### src/rtl/uart_rx_framer.sv
// UART receive framer: Rx synchroniser, start detect, mid-bit 3-sample vote,
// 7/8 data bits, optional parity, 1/2 stop bits, error strobes.
module uart_rx_framer #(
  parameter int unsigned MIN_DIV     = 4,
  parameter int unsigned SYNC_STAGES = 2
) (
  input  logic        MCLK,
  input  logic        reset,
  input  logic        en,
  input  logic        rx,
  input  logic [15:0] br_div,
  input  logic        pen,
  input  logic        par,
  input  logic        msb,
  input  logic        bit7,
  input  logic        spb,
  input  logic        rxifg,
  output logic [7:0]  rx_data,
  output logic        rx_valid,
  output logic        stt,
  output logic        pe,
  output logic        fe,
  output logic        oe,
  output logic        busy
);

  localparam int unsigned SS    = (SYNC_STAGES < 2) ? 2 : SYNC_STAGES;
  localparam logic [15:0] MIN_D = 16'(MIN_DIV);

  typedef enum logic [2:0] {
    S_IDLE, S_START, S_DATA, S_PAR,
    S_STOP1, S_STOP2, S_RECOV
  } state_t;

  typedef struct packed {
    logic        pen;
    logic        par;
    logic        msb;
    logic        bit7;
    logic        spb;
    logic [15:0] d;
  } cfg_t;

  state_t      r_state, w_state_n;
  cfg_t        r_cfg, w_cfg_n;
  logic [SS-1:0] r_sync;
  logic [15:0] r_cnt, w_cnt_n;
  logic [2:0]  r_idx, w_idx_n;
  logic [7:0]  r_sh, w_sh_n;
  logic [7:0]  r_rx_data, w_rx_data_n;
  logic        r_s0, w_s0_n;
  logic        r_s1, w_s1_n;
  logic        r_xor, w_xor_n;
  logic        r_perr, w_perr_n;
  logic        r_ferr, w_ferr_n;
  logic        r_valid, w_valid_n;
  logic        r_stt, w_stt_n;
  logic        r_pe, w_pe_n;
  logic        r_fe, w_fe_n;
  logic        r_oe, w_oe_n;

  logic        w_rs;
  logic [15:0] w_div;
  logic [15:0] w_h;
  logic        w_last;
  logic        w_eval;
  logic        w_maj;
  logic        w_done;
  logic [2:0]  w_nm1;
  logic [2:0]  w_pos;

  assign w_rs   = r_sync[SS-1];
  assign w_div  = (br_div < MIN_D) ? MIN_D : br_div;
  assign w_h    = {1'b0, r_cfg.d[15:1]};
  assign w_last = (r_cnt == r_cfg.d - 16'd1);
  assign w_eval = (r_cnt == w_h + 16'd1);
  assign w_maj  = (r_s0 & r_s1) | (r_s0 & w_rs) | (r_s1 & w_rs);
  assign w_nm1  = r_cfg.bit7 ? 3'd6 : 3'd7;
  assign w_pos  = r_cfg.msb ? (w_nm1 - r_idx) : r_idx;

  assign rx_data  = r_rx_data;
  assign rx_valid = r_valid;
  assign stt      = r_stt;
  assign pe       = r_pe;
  assign fe       = r_fe;
  assign oe       = r_oe;
  assign busy     = (r_state != S_IDLE);

  always_comb begin
    w_state_n   = r_state;
    w_cfg_n     = r_cfg;
    w_cnt_n     = w_last ? 16'd0 : r_cnt + 16'd1;
    w_idx_n     = r_idx;
    w_sh_n      = r_sh;
    w_rx_data_n = r_rx_data;
    w_s0_n      = r_s0;
    w_s1_n      = r_s1;
    w_xor_n     = r_xor;
    w_perr_n    = r_perr;
    w_ferr_n    = r_ferr;
    w_valid_n   = 1'b0;
    w_stt_n     = 1'b0;
    w_pe_n      = 1'b0;
    w_fe_n      = 1'b0;
    w_oe_n      = 1'b0;
    w_done      = 1'b0;

    if (r_state != S_IDLE) begin
      if (r_cnt == w_h - 16'd1) w_s0_n = w_rs;
      if (r_cnt == w_h) w_s1_n = w_rs;
    end

    unique case (r_state)
      S_IDLE: begin
        w_cnt_n = 16'd0;
        if (!w_rs) begin
          // the detecting cycle is bit count 0
          w_state_n    = S_START;
          w_cnt_n      = 16'd1;
          w_cfg_n.pen  = pen;
          w_cfg_n.par  = par;
          w_cfg_n.msb  = msb;
          w_cfg_n.bit7 = bit7;
          w_cfg_n.spb  = spb;
          w_cfg_n.d    = w_div;
          w_idx_n      = 3'd0;
          w_sh_n       = 8'h00;
          w_xor_n      = 1'b0;
          w_perr_n     = 1'b0;
          w_ferr_n     = 1'b0;
        end
      end
      S_START: begin
        if (w_eval && w_maj) begin
          w_state_n = S_IDLE;
          w_cnt_n   = 16'd0;
        end else begin
          if (w_eval) w_stt_n = 1'b1;
          if (w_last) begin
            w_state_n = S_DATA;
            w_idx_n   = 3'd0;
          end
        end
      end
      S_DATA: begin
        if (w_eval) begin
          w_sh_n[w_pos] = w_maj;
          w_xor_n       = r_xor ^ w_maj;
        end
        if (w_last) begin
          w_idx_n = r_idx + 3'd1;
          if (r_idx == w_nm1)
            w_state_n = r_cfg.pen ? S_PAR : S_STOP1;
        end
      end
      S_PAR: begin
        if (w_eval && ((r_xor ^ w_maj) != ~r_cfg.par))
          w_perr_n = 1'b1;
        if (w_last) w_state_n = S_STOP1;
      end
      S_STOP1: begin
        if (w_eval) begin
          if (r_cfg.spb) w_ferr_n = r_ferr | ~w_maj;
          else           w_done   = 1'b1;
        end
        if (w_last && r_cfg.spb) w_state_n = S_STOP2;
      end
      S_STOP2: begin
        if (w_eval) w_done = 1'b1;
      end
      S_RECOV: begin
        w_cnt_n = 16'd0;
        if (w_rs) w_state_n = S_IDLE;
      end
      default: begin
        w_state_n = S_IDLE;
        w_cnt_n   = 16'd0;
      end
    endcase

    if (w_done) begin
      // a low final stop means the line may stay low: wait for idle
      w_rx_data_n = r_sh;
      w_valid_n   = 1'b1;
      w_pe_n      = r_perr;
      w_fe_n      = r_ferr | ~w_maj;
      w_oe_n      = rxifg;
      w_state_n   = w_maj ? S_IDLE : S_RECOV;
      w_perr_n    = 1'b0;
      w_ferr_n    = 1'b0;
      w_cnt_n     = 16'd0;
    end

    if (!en) begin
      w_state_n   = S_IDLE;
      w_cfg_n     = '0;
      w_cnt_n     = 16'd0;
      w_idx_n     = 3'd0;
      w_sh_n      = 8'h00;
      w_rx_data_n = 8'h00;
      w_s0_n      = 1'b0;
      w_s1_n      = 1'b0;
      w_xor_n     = 1'b0;
      w_perr_n    = 1'b0;
      w_ferr_n    = 1'b0;
      w_valid_n   = 1'b0;
      w_stt_n     = 1'b0;
      w_pe_n      = 1'b0;
      w_fe_n      = 1'b0;
      w_oe_n      = 1'b0;
    end
  end

  always_ff @(posedge MCLK or posedge reset) begin
    if (reset) begin
      r_sync    <= '1;
      r_state   <= S_IDLE;
      r_cfg     <= '0;
      r_cnt     <= 16'd0;
      r_idx     <= 3'd0;
      r_sh      <= 8'h00;
      r_rx_data <= 8'h00;
      r_s0      <= 1'b0;
      r_s1      <= 1'b0;
      r_xor     <= 1'b0;
      r_perr    <= 1'b0;
      r_ferr    <= 1'b0;
      r_valid   <= 1'b0;
      r_stt     <= 1'b0;
      r_pe      <= 1'b0;
      r_fe      <= 1'b0;
      r_oe      <= 1'b0;
    end else begin
      r_sync    <= {r_sync[SS-2:0], rx};
      r_state   <= w_state_n;
      r_cfg     <= w_cfg_n;
      r_cnt     <= w_cnt_n;
      r_idx     <= w_idx_n;
      r_sh      <= w_sh_n;
      r_rx_data <= w_rx_data_n;
      r_s0      <= w_s0_n;
      r_s1      <= w_s1_n;
      r_xor     <= w_xor_n;
      r_perr    <= w_perr_n;
      r_ferr    <= w_ferr_n;
      r_valid   <= w_valid_n;
      r_stt     <= w_stt_n;
      r_pe      <= w_pe_n;
      r_fe      <= w_fe_n;
      r_oe      <= w_oe_n;
    end
  end

endmodule

### config.mk
export PLATFORM = sky130hd
export DESIGN_NAME = uart_rx_framer
export DESIGN_NICKNAME = d
export VERILOG_FILES = /design/src/rtl/uart_rx_framer.sv
export SDC_FILE = /design/constraint.sdc
export NUM_CORES = 1
export LEC_CHECK = 0
export ABC_AREA = 1
export BUFFER_PORTS_ARGS = -buffer_cell sky130_fd_sc_hd__buf_2
export CAP_MARGIN = 0
export CORE_MARGIN = 1
export CORE_UTILIZATION = 30
export CTS_BUF_LIST = sky130_fd_sc_hd__clkbuf_8
export CTS_CLUSTER_SIZE = 16
export DETAILED_ROUTE_END_ITERATION = 10
export GPL_ROUTABILITY_DRIVEN = 0
export PLACE_DENSITY = 0.48
export SLEW_MARGIN = 0
export SYNTH_ARGS = -nofsm -noshare
export SYNTH_HDL_FRONTEND = slang
export SYNTH_SLANG_ARGS = --single-unit
### constraint.sdc
create_clock -name MCLK -period 6.3 [get_ports MCLK]
set_input_delay 0.945 -clock MCLK [delete_from_list [all_inputs] [get_ports MCLK]]
set_output_delay 0.945 -clock MCLK [all_outputs]
set_load 0.03 [all_outputs]
Word level (Yosys, flattened, before mapping). Cells that the tools add are included.

Eq/ne operators: 38. Bitwise gates (word level): 9. $add $sub $neg: 6. Reduce and logical (&&, ||, !) cells: 15. Order comparisons: 3. Muxes and demuxes: 74.

Operators with widths (number): 2-to-1 mux 16 bit (5); 2-to-1 mux 21 bit (3); 2-to-1 mux 3 bit (18); == test 16 bit (3); one-hot mux 16 bit (3 select lines) (1); 2-to-1 mux 8 bit (5); inequality test 4 bit, second input constant (9); 2-to-1 mux 1 bit (33); one-hot mux 3 bit (7 select lines) (1); inequality test 3 bit, second input constant (6); adder 15 x 1 -> 16 bit, second input constant (1); adder 16 x 1 -> 16 bit, second input constant (1); == test 16 x 15 -> 1 bit (1); less-than comparator 16 x 3 -> 1 bit, second input constant (1); one-hot mux 8 bit (2 select lines) (1); subtractor 15 x 1 -> 16 bit, second input constant (1); subtractor 16 x 1 -> 16 bit, second input constant (1); inequality test 4 x 1 -> 1 bit, second input constant (3); inequality test 2 x 1 -> 1 bit, second input constant (5); == test 3 bit, second input constant (3); one-hot mux 3 bit (3 select lines) (1); bitwise mux 8 bit (1); one-hot mux 1 bit (2 select lines) (4); AND reduction 8 bit (1); other kinds (24) (36).

Bits in registers: 71. Word-level logic and storage cells: 167. Output and inout bits: 14.

Logic depth before layout (Yosys ltp). Gate-level depths: netlist of the first run.

Depth after elaboration: 11. Mapped depth: 19. Mapped depth without buffers: 17.

Least setup slack after synthesis of the first run. Ideal clock, no wire load.

Kind: input to register. Start: input en. End: register r_cfg[0] (netlist name). Path buffers: 2. Arrival time: 2142 ps. Stages on the path: 6. Path slack: 4076 ps. Cell sequence: buf_2 > inv_1 > nor2_1 > inv_1 > clkbuf_1 > o21ai_0.

Word-level cells in the longest chain between the ends: 2. Elaborated cells between the ends (all ways): 4.

Ends and longest elaborated chain: start, declared (RTL line 9) `input logic en,`; inequality test 2 x 1 -> 1 bit (no line) or inequality test 2 bit (tied branches); AND reduction 2 bit (no line); end signal, assigned (RTL line 236) `r_cfg <= w_cfg_n;`; end, declared (RTL line 45) `cfg_t r_cfg, w_cfg_n;`.

Several ways; a longest one is shown, not always the timed one. A chain may end at the register's enable or synchronous reset.

Worst setup path after layout of the first run.
Start: register r_cfg[2] (netlist name). End: register r_cnt[10].

Word-level cells in the longest chain between the ends: 7. Elaborated cells between the ends (all ways): 13.

Ends and longest elaborated chain: subtractor 16 x 1 -> 16 bit or adder 15 x 1 -> 16 bit (tied branches) (RTL line 75, 76); == test 16 bit, on equally long branches (RTL line 75, 76); 2-to-1 mux 16 bit or logical AND 1 bit (tied branches) (RTL line 92, 134); 2-to-1 mux 16 bit (RTL line 134) `if (w_eval && w_maj) begin`; one-hot mux 16 bit (3 select lines) (RTL line 113) `unique case (r_state)`; 2-to-1 mux 16 bit * (RTL line 181) `if (w_done) begin`; 2-to-1 mux 16 bit * (RTL line 194) `if (!en) begin`; net w_cnt_n[10] (RTL line 47) `logic [15:0] r_cnt, w_cnt_n;`; end signal, assigned (RTL line 237) `r_cnt <= w_cnt_n;`; end, declared (RTL line 47).

The timed path passes the listed nets; every way through them passes the cells marked *.

==> impl_metrics.env, run 1 <==
export IMPL_max_stage_delay_ps=510
export IMPL_cpLargestDelayFamily="simple AND/OR/NAND/NOR gates"
export IMPL_synth_edf_count=0
export IMPL_tightest_slew_ps=997
export IMPL_intPower_mw=1.00
export IMPL_synth_area_um2=5180
export IMPL_antenna_cells=0
export IMPL_drv_cap=0
export IMPL_portBuffers=39
export IMPL_synth_async_reset_ratio_pct=100
export IMPL_fmax_mhz=365
export IMPL_final_setup_tns_ps=0
export IMPL_synth_area_mux_share_pct=0
export IMPL_endpoint_kind="flip-flop"
export IMPL_ir_drop_v=0.000121
export IMPL_avgViaCountPerCell=4.68
export IMPL_dpl_cell_area_um2=5540
export IMPL_synthTopCellsByCount="194 x nand2_1, 102 x nor2_1, 89 x inv_1"
export IMPL_switching_power_mw=1.01
export IMPL_cts_sinks=71
export IMPL_cts_setup_buffers=0
export IMPL_ios=40
export IMPL_combPwrFrac_pct=52.0
export IMPL_cp_required_ps=6600
export IMPL_first_pass_iters=5
export IMPL_die_area_um2=17800
export IMPL_relSlewSlack_pct=32.9
export IMPL_cts_buffers=9
export IMPL_clkLatencyLatePin_ps=390
export IMPL_drc=0
export IMPL_synth_most_common_cell="nand2_1"
export IMPL_fin_crit_ps=2740
export IMPL_syn_mean_instance_area_um2=7.03
export IMPL_drt_iter0_markers=327
export IMPL_synth_cell_types=42
export IMPL_synth_nets=773
export IMPL_fin_nets=803
export IMPL_drive_above_1_share_pct=11.9
export IMPL_core_um2=16700
export IMPL_path_buf_inv=0
export IMPL_cts_tree="built"
export IMPL_cts_root_buf="clkbuf_8"
export IMPL_yosys_register_bits=71
export IMPL_swShare_pct=50.1
export IMPL_synth_xor_area_share_pct=8.63
export IMPL_grt_max_degree=72
export IMPL_synth_compound_area_share_pct=8.92
export IMPL_setup_violations=0
export IMPL_routedWlPerCell_um=14.6
export IMPL_crit_path_start_kind="flip-flop"
export IMPL_status="finished, final reports clean"
export IMPL_cts_resized_gates=0
export IMPL_cp_data_arrival_time_ps=3040
export IMPL_area_growth_pct=10.5
export IMPL_path_max_fanout=14
export IMPL_p_leak_nw=2.90
export IMPL_power_frac_clock_pct=18.5
export IMPL_grt_setup_unrepaired="false"
export IMPL_clock_skew_ps=14.6
export IMPL_synth_top_cell_by_area="dfrtp_1"
export IMPL_worst_setup_path_type="flip-flop to flip-flop"
export IMPL_finish_instance_area_um2=5720
export IMPL_hold_viol=0
export IMPL_slew_violations=0
export IMPL_grt_usage_pct=17.5
export IMPL_htreeDepth=3
export IMPL_critPathSlowestCell="dfrtp_1"
export IMPL_cts_hold_buf=0
export IMPL_synthAdderAreaFrac_pct=2.42
export IMPL_synth_ff_type="dfrtp_1"
export IMPL_ys_seq_area_share_pct=34.4
export IMPL_die_w_um=133
export IMPL_rows=47
export IMPL_powerDensity_nw_per_um2=351
export IMPL_synth_simple_area_share_pct=36.4
export IMPL_synth_top_area_share_pct=33.3
export IMPL_synth_area_leaders="dfrtp_1 33%, nand2_1 14%, nor2_1 7.4%"
export IMPL_vias=4645
export IMPL_overflow=0
export IMPL_antenna_found_initial=0
export IMPL_clk_pin_slew_ps=100
export IMPL_drtAntennaViolNets=0
export IMPL_post_route_period_util_pct=43.5
export IMPL_grt_pass1_wl_mm=24.0
export IMPL_die_h_um=133
export IMPL_synth_top_family_by_area="simple AND/OR/NAND/NOR gates"
export IMPL_cts_buffer_depth=2
export IMPL_yosys_warnings=0
export IMPL_syn_inst=737
export IMPL_whs_ps=360
export IMPL_worstPathCellList="ha_1 -> nand3_4 -> nor2_4 -> nand3_1 -> nor2_1 -> nor2_2 -> nand3_2 -> nor2_4 -> nand3_4 -> nand2_4 -> nor2_1 -> nand3_2 -> nor3b_1"
export IMPL_wirelength_mm=14.5
export IMPL_first_global_vias=4528
export IMPL_p_seq_share_pct=29.5
export IMPL_min_path_type="flip-flop to flip-flop"
export IMPL_start_util_pct=31.0
export IMPL_hpwlAfterDp_mm=11.2
==> cell type report <==
cell class / instances / area (um2)
clock buffers: 9 / 124
clock inverters: 7 / 61.3
well taps: 220 / 275
multi-input cells: 551 / 2920
fillers: 1871 / 11000
repair buffers: 42 / 218
flip-flops and latches: 71 / 1780
inverters: 92 / 347
==> sequential cells by signal, indices dropped and copies added (netlist names), 2 cells and up <==
register	flops
r_cfg	21
r_cnt	16
r_sh	8
rx_data	8
r_idx	3
r_state	3
r_sync	2
==> worst paths after layout <==
kind,start,endpoint,slack [ps],cells past startpoint
worst min-delay path,r_sync[0],r_sync[1],360,0
max in group asynchronous,reset,r_state[1],4870,3
worst max register to register,r_cfg[2],r_cnt[10],3560,13
min in group asynchronous,reset,r_cfg[0],830,3
worst max-delay path,r_cfg[2],r_cnt[10],3560,13
worst min register to register,r_sync[0],r_sync[1],360,0
==> stage by stage <==
| stage | instances | worst slack [ps] | utilization, % | power [mW] |
|---|---|---|---|---|
| finish | 992 | 3560 | 34.3 | 2.01 |
| CTS | 992 | 3540 | 34.3 | 2.02 |
| detailed placement | 976 | 3320 | 33.2 | 1.63 |
| global placement | 976 | 3300 | 33.2 | 1.64 |
| floorplan | 737 | 3560 | - | 1.40 |
| global route | 992 | 3270 | 34.3 | 2.20 |
==> layout by cell type (no fill, tap or decap), types with 2 or more instances in the layout <==
cell type | netlist | routed
buf_2 | 9 | 39
nor3_1 | 11 | 11
nand2_1 | 194 | 194
xnor2_1 | 15 | 15
clkbuf_8 | 0 | 9
a21o_1 | 2 | 2
nor4_1 | 9 | 9
a22o_1 | 13 | 13
clkinvlp_4 | 0 | 2
a21oi_1 | 6 | 6
nor2_2 | 2 | 2
inv_1 | 89 | 88
o31ai_1 | 2 | 2
dfrtp_1 | 69 | 69
o21ai_0 | 37 | 37
dfstp_2 | 2 | 2
nand4_1 | 15 | 15
or2_2 | 4 | 4
nor2_1 | 102 | 102
nor2_4 | 7 | 7
ha_1 | 10 | 10
nand3_4 | 2 | 2
nand2_2 | 2 | 2
buf_4 | 3 | 3
inv_6 | 0 | 4
inv_2 | 3 | 3
nand2_4 | 2 | 2
nand3_1 | 56 | 56
nand3_2 | 6 | 6
xor2_1 | 36 | 36
o21ai_1 | 3 | 3
nand3b_1 | 3 | 3
a31oi_1 | 3 | 3
==> power by group through the flow <==
stage                     Combinational [mW]  Sequential (mW)  Clock, mW
after global routing                    1.19            0.604      0.401
after CTS                               1.04            0.591      0.385
final                                   1.05            0.592      0.372
after detailed placement                1.03            0.600          0
after global placement                  1.04            0.601          0
after floorplan                        0.851            0.545          0
==> per-layer routing <==
metal	part of all wire [%]	up-vias	track usage [%]
met4	2.0	0	6.94
li1	-	2410	-
met5	0	-	0
met1	53	2123	26.2
met3	3.6	24	2.70
met2	42	88	25.0
==> logic make-up (layout without fill, tap and decap cells) <==
family,count (synthesis),after routing
simple gates,418,418
compound gates,72,72
flops,71,71
xor+xnor,51,51
fa+ha+maj,10,10
buf+inv,115,150
==> worst register-to-register path, cell delays in order (launching register included) <==
cell and delay [ps]:
dfrtp_1 510, ha_1 310, nand3_4 110, nor2_4 200
nand3_1 120, nor2_1 150, nor2_2 60, nand3_2 80
nor2_4 60, nand3_4 110, nand2_4 80, nor2_1 220
nand3_2 350, nor3b_1 280
Note: power is estimated with default switching activity, not from simulation.
==> run 2, diff against run 1 <==
clock period = 2.6 ns   (was 6.3 ns; I/O delays follow)
==> run 2 against run 1 <==
Net effect: clock power is 130% higher; critical path depth is 1 higher; non-clock buffer count is 47 higher; register-to-register slack worse by 3300 ps; clock-buffer cell count stayed put; worst setup slack worse by 3300 ps; hold slack worse by 280 ps; first-iteration DRC count is 18% lower; global-route usage is 0.72 points higher; final area is 8.4% higher; flip-flop and latch count stayed put; maximum frequency is 15% higher.
==> impl_metrics.env, run 2 (synthesis gave the netlist of run 1 again) <==
export IMPL_fin_crit_ps=2380
export IMPL_hold_viol=0
export IMPL_regMostFlops="r_cfg"
export IMPL_grt_pass1_wl_mm=25.0
export IMPL_avgViaCountPerCell=4.70
export IMPL_cts_root_buf="clkbuf_8"
export IMPL_drc=0
export IMPL_path_max_fanout=13
export IMPL_slew_violations=0
export IMPL_drtAntennaViolNets=0
export IMPL_cts_hold_buf=0
export IMPL_tightest_slew_ps=720
export IMPL_die_area_um2=17800
export IMPL_largest_reg_flops=21
export IMPL_wirelength_mm=15.2
export IMPL_grt_usage_pct=18.2
export IMPL_endpoint_kind="flip-flop"
export IMPL_vias=4881
export IMPL_powerDensity_nw_per_um2=853
export IMPL_cp_data_arrival_time_ps=2660
export IMPL_crit_path_start_kind="flip-flop"
export IMPL_cp_required_ps=2890
export IMPL_drive_above_1_share_pct=20.0
export IMPL_antenna_cells=0
export IMPL_worst_setup_path_type="flip-flop to flip-flop"
export IMPL_ios=40
export IMPL_routedWlPerCell_um=14.6
export IMPL_antenna_found_initial=0
export IMPL_cts_buffers=9
export IMPL_final_common_cell="nand2_1"
export IMPL_status="finished, final reports clean"
export IMPL_hpwlAfterDp_mm=12.2
export IMPL_die_h_um=133
export IMPL_first_pass_iters=5
export IMPL_cts_tree="built"
export IMPL_clock_skew_ps=11.4
export IMPL_setup_violations=0
export IMPL_cts_buffer_depth=2
export IMPL_ir_drop_v=0.000284
export IMPL_portBuffers=39
export IMPL_rows=47
export IMPL_final_util_pct=37.2
export IMPL_grt_max_degree=41
export IMPL_start_util_pct=31.0
export IMPL_fmax_mhz=420
export IMPL_htreeDepth=3
export IMPL_fin_nets=850
export IMPL_clk_pin_slew_ps=80
export IMPL_core_um2=16700
export IMPL_drt_iter0_markers=268
export IMPL_area_growth_pct=19.8
export IMPL_drv_cap=0
export IMPL_power_mw=5.29
export IMPL_overflow=0
export IMPL_die_w_um=133
export IMPL_first_global_vias=4694
export IMPL_relSlewSlack_pct=52.0
export IMPL_min_path_type="primary input to async pin"
export IMPL_cts_sinks=71
export IMPL_mostFrequentLayoutCells="192 x nand2_1, 97 x nor2_1, 88 x inv_1, 63 x dfrtp_1, 53 x nand3_1"
export IMPL_reg_top3="r_cfg (21), r_cnt (16)"
export IMPL_clkLatencyLatePin_ps=380
export IMPL_p_leak_nw=3.15
export IMPL_post_route_period_util_pct=91.5
run 2: cell types whose count changed in the layout (fill, tap and decap cells not counted), sizes merged:
cell	before	now
buf	42	89
clkinv	1	3
inv	96	95
clkinvlp	2	1
run 2: final cells by class:
type	count	area, um2
Timing Repair Buffer	89	596
Inverter	92	347
Clock inverter	7	62.6
Sequential cell	71	1790
Clock buffer	9	124
Tap cell	220	275
Fill cell	1811	10500
Multi-Input combinational cell	551	3020
run 2: worst paths after layout:
| check | slack (ps) | endpoint | start | cells past startpoint |
|---|---|---|---|---|
| min in group MCLK | 110 | r_sync[0] | rx | 1 |
| worst max register to register | 220 | r_cnt[13] | r_cfg[1] | 14 |
| worst max-delay path | 220 | r_cnt[13] | r_cfg[1] | 14 |
| worst min register to register | 360 | r_sync[1] | r_sync[0] | 0 |
| worst min-delay path | 80 | r_cfg[12] | reset | 2 |
| max in group asynchronous | 1780 | r_cfg[3] | reset | 3 |
run 2: repair_timing:
action	in CTS	in global routing
buffers inserted	0	5
setup endpoints to repair	0	37
gates resized for setup	0	29
run 2: worst max-delay path, stage by stage, from the launching register on:
cell     delay [ps]
dfrtp_1         410
ha_2            240
nand3_4         110
nor2_4          200
nand3_1         130
nor2_1          150
nor2_2           60
nand3_2          70
nor2_4           50
nand3_4         100
nand2_4          70
nor2_1          200
nand3_2         130
buf_12          170
nor3_1          170
run 2: where the power goes:
group | switching, mW | internal [mW] | total (mW)
clock network | 0.504 | 0.366 | 0.870
logic | 1.83 | 1.15 | 2.98
registers | 0.217 | 1.22 | 1.44
run 2: routing by layer:
layer | up-vias | global-route usage [%] | wire (um)
met4 | 0 | 7.51 | 306
li1 | 2509 | - | -
met2 | 91 | 27.4 | 6600
met1 | 2260 | 26.0 | 7760
met3 | 21 | 2.85 | 547
met5 | - | 0 | 0
run 2: per-stage QoR:
step                hold WS, ps  instance area (um2)  cells  TNS [ps]  worst slack [ps]
floorplan                   345                 5180    737         0               389
global placement            350                 5880   1018         0              73.3
detailed placement          347                 5880   1018         0              49.7
CTS                        83.6                 6060   1034         0              45.9
global route               87.0                 6210   1039     -8.74             -4.66
finish                     84.0                 6210   1039         0               222
==> run 3, diff against run 2 <==
CORE_UTILIZATION = 40   (was 30)
PLACE_DENSITY = 0.59   (was 0.48)
==> run 3 against run 2 <==
Net effect: maximum frequency decreased by 2.2%; flip-flop and latch count did not move; clock power is 8.2% higher.
==> impl_metrics.env, run 3 (synthesis gave the netlist of run 1 again) <==
export IMPL_status="finished, final reports clean"
export IMPL_crit_path_start_kind="flip-flop"
export IMPL_stdcell_count=960
export IMPL_fillers=1334
export IMPL_cts_buffer_depth=2
export IMPL_post_place_ws_ps=-18.4
export IMPL_grt_pass1_wl_mm=22.2
export IMPL_die_h_um=116
export IMPL_overflow=0
export IMPL_drc=0
export IMPL_routedWlPerCell_um=14.2
export IMPL_combPwrFrac_pct=53.2
export IMPL_rows=41
export IMPL_cp_required_ps=2870
export IMPL_endpoint_kind="flip-flop"
export IMPL_post_route_period_util_pct=93.5
export IMPL_worst_setup_path_type="flip-flop to flip-flop"
export IMPL_fmax_mhz=411
export IMPL_htreeDepth=3
export IMPL_avgViaCountPerCell=5.00
export IMPL_cts_sinks=71
export IMPL_clkLatencyLatePin_ps=390
export IMPL_drv_cap=0
export IMPL_cts_tree="built"
export IMPL_relSlewSlack_pct=54.3
export IMPL_grt_setup_unrepaired="true"
export IMPL_die_area_um2=13400
export IMPL_cts_buffers=9
export IMPL_final_common_cell="nand2_1"
export IMPL_intPower_mw=2.63
export IMPL_hpwlAfterDp_mm=10.7
export IMPL_drt_iter0_markers=294
export IMPL_drtAntennaViolNets=0
export IMPL_whs_ps=94.6
export IMPL_worst_r2r_setup_slack_ps=170
export IMPL_antenna_found_initial=0
export IMPL_fin_crit_ps=2430
export IMPL_clk_pin_slew_ps=90
export IMPL_p_leak_nw=3.00
export IMPL_mostFrequentLayoutCells="194 x nand2_1, 95 x nor2_1, 87 x inv_1, 65 x dfrtp_1, 53 x nand3_1"
export IMPL_die_w_um=116
export IMPL_hold_viol=0
export IMPL_cts_hold_buf=0
export IMPL_fin_nets=819
export IMPL_powerDensity_nw_per_um2=860
export IMPL_tightest_slew_ps=686
export IMPL_core_um2=12600
export IMPL_portBuffers=39
export IMPL_first_pass_iters=5
export IMPL_antenna_cells=0
export IMPL_ios=40
export IMPL_power_frac_clock_pct=18.6
export IMPL_cts_root_buf="clkbuf_8"
export IMPL_first_global_vias=4568
export IMPL_switching_power_mw=2.43
export IMPL_swShare_pct=48.1
export IMPL_reg_top3="r_cfg (21), r_cnt (16)"
export IMPL_dpl_cell_area_um2=5600
export IMPL_min_path_type="primary input to async pin"
export IMPL_cp_data_arrival_time_ps=2700
export IMPL_largest_reg_flops=21
export IMPL_grt_max_degree=43
export IMPL_start_util_pct=41.0
export IMPL_layout_setup_ws_ps=169
export IMPL_ir_drop_v=0.000341
export IMPL_regMostFlops="r_cfg"
export IMPL_final_util_pct=46.6
export IMPL_p_seq_share_pct=28.2
export IMPL_vias=4803
export IMPL_area_growth_pct=13.6
export IMPL_path_max_fanout=7
export IMPL_slew_violations=0
export IMPL_setup_violations=0
export IMPL_drive_above_1_share_pct=16.1
export IMPL_wirelength_mm=13.6
export IMPL_grt_usage_pct=21.9
export IMPL_clock_skew_ps=12.1
export IMPL_finish_instance_area_um2=5880
export IMPL_dp_cells=943
[run 3: cell types whose count changed in the layout (fill, tap and decap cells not counted), moves of 2 or more]
cell     change
inv_6        -2
nand2_1      +2
buf_4       -30
nand2_2      -2
dfrtp_2      -2
inv_2        +2
dfrtp_1      +2
nor2_1       -2
nor2_2       +3
[run 3: path summary, 6_finish.rpt]
kind / start / endpoint / depth (start not counted)
max in group asynchronous: reset / r_state[2] / 3
min in group MCLK: rx / r_sync[0] / 1
min: reset / r_cfg[14] / 2
max reg2reg: r_cfg[4] / r_idx[1] / 14
max: r_cfg[4] / r_idx[1] / 14
min reg2reg: r_sync[0] / r_sync[1] / 0
[run 3: worst max-delay path: stages, from the launching register on]
cell,delay (ps)
dfrtp_1,510
nor2_1,330
nand3_2,200
nor2_4,180
inv_2,60
nand2_1,60
nand2_1,50
nor2_1,90
nand3_1,110
nor2_2,130
nand3_2,110
o21ai_0,100
nand3b_1,230
nand2_1,110
o21ai_1,70
[run 3: per-stage QoR]
| step | setup TNS, ps | power [mW] |
|---|---|---|
| floorplan | 0 | 3.38 |
| global placement | 0 | 4.00 |
| detailed placement | -18.4 | 4.01 |
| CTS | 0 | 4.98 |
| global route | -69.8 | 5.50 |
| finish | 0 | 5.06 |
[run 3: layout make-up]
class	count	area [um2]	share of cell area (%)
Sequential cell	71	1780	30.3
Clock inverter	7	81.3	1.38
Multi-Input combinational cell	551	2980	50.7
Clock buffer	9	124	2.11
Timing Repair Buffer	58	350	5.96
Inverter	92	345	5.87
Tap cell	172	215	3.66
[run 3: repair_timing]
| item | CTS | global route |
|---|---|---|
| setup endpoints to repair | 1 | 29 |
| buffers inserted | 0 | 1 |
| pin swaps | 0 | 2 |
| hold endpoints to repair | 0 | 0 |
| gates resized for setup | 1 | 21 |
[run 3: per-layer routing]
metal  vias up  wire length (um)  GRT usage (%)
met5         -                 0              0
li1       2442                 -              -
met4         0               319           8.03
met2       127              5840           32.3
met3        28               700           5.39
met1      2206              6770           31.0
[run 3: power by group through the flow]
stage               combinational (mW)  clock [mW]  sequential (mW)
finish                            2.69       0.941             1.43
global route                      3.03        1.02             1.45
CTS                               2.59       0.970             1.42
detailed placement                2.57           0             1.43
global placement                  2.56           0             1.44
floorplan                         2.06           0             1.32
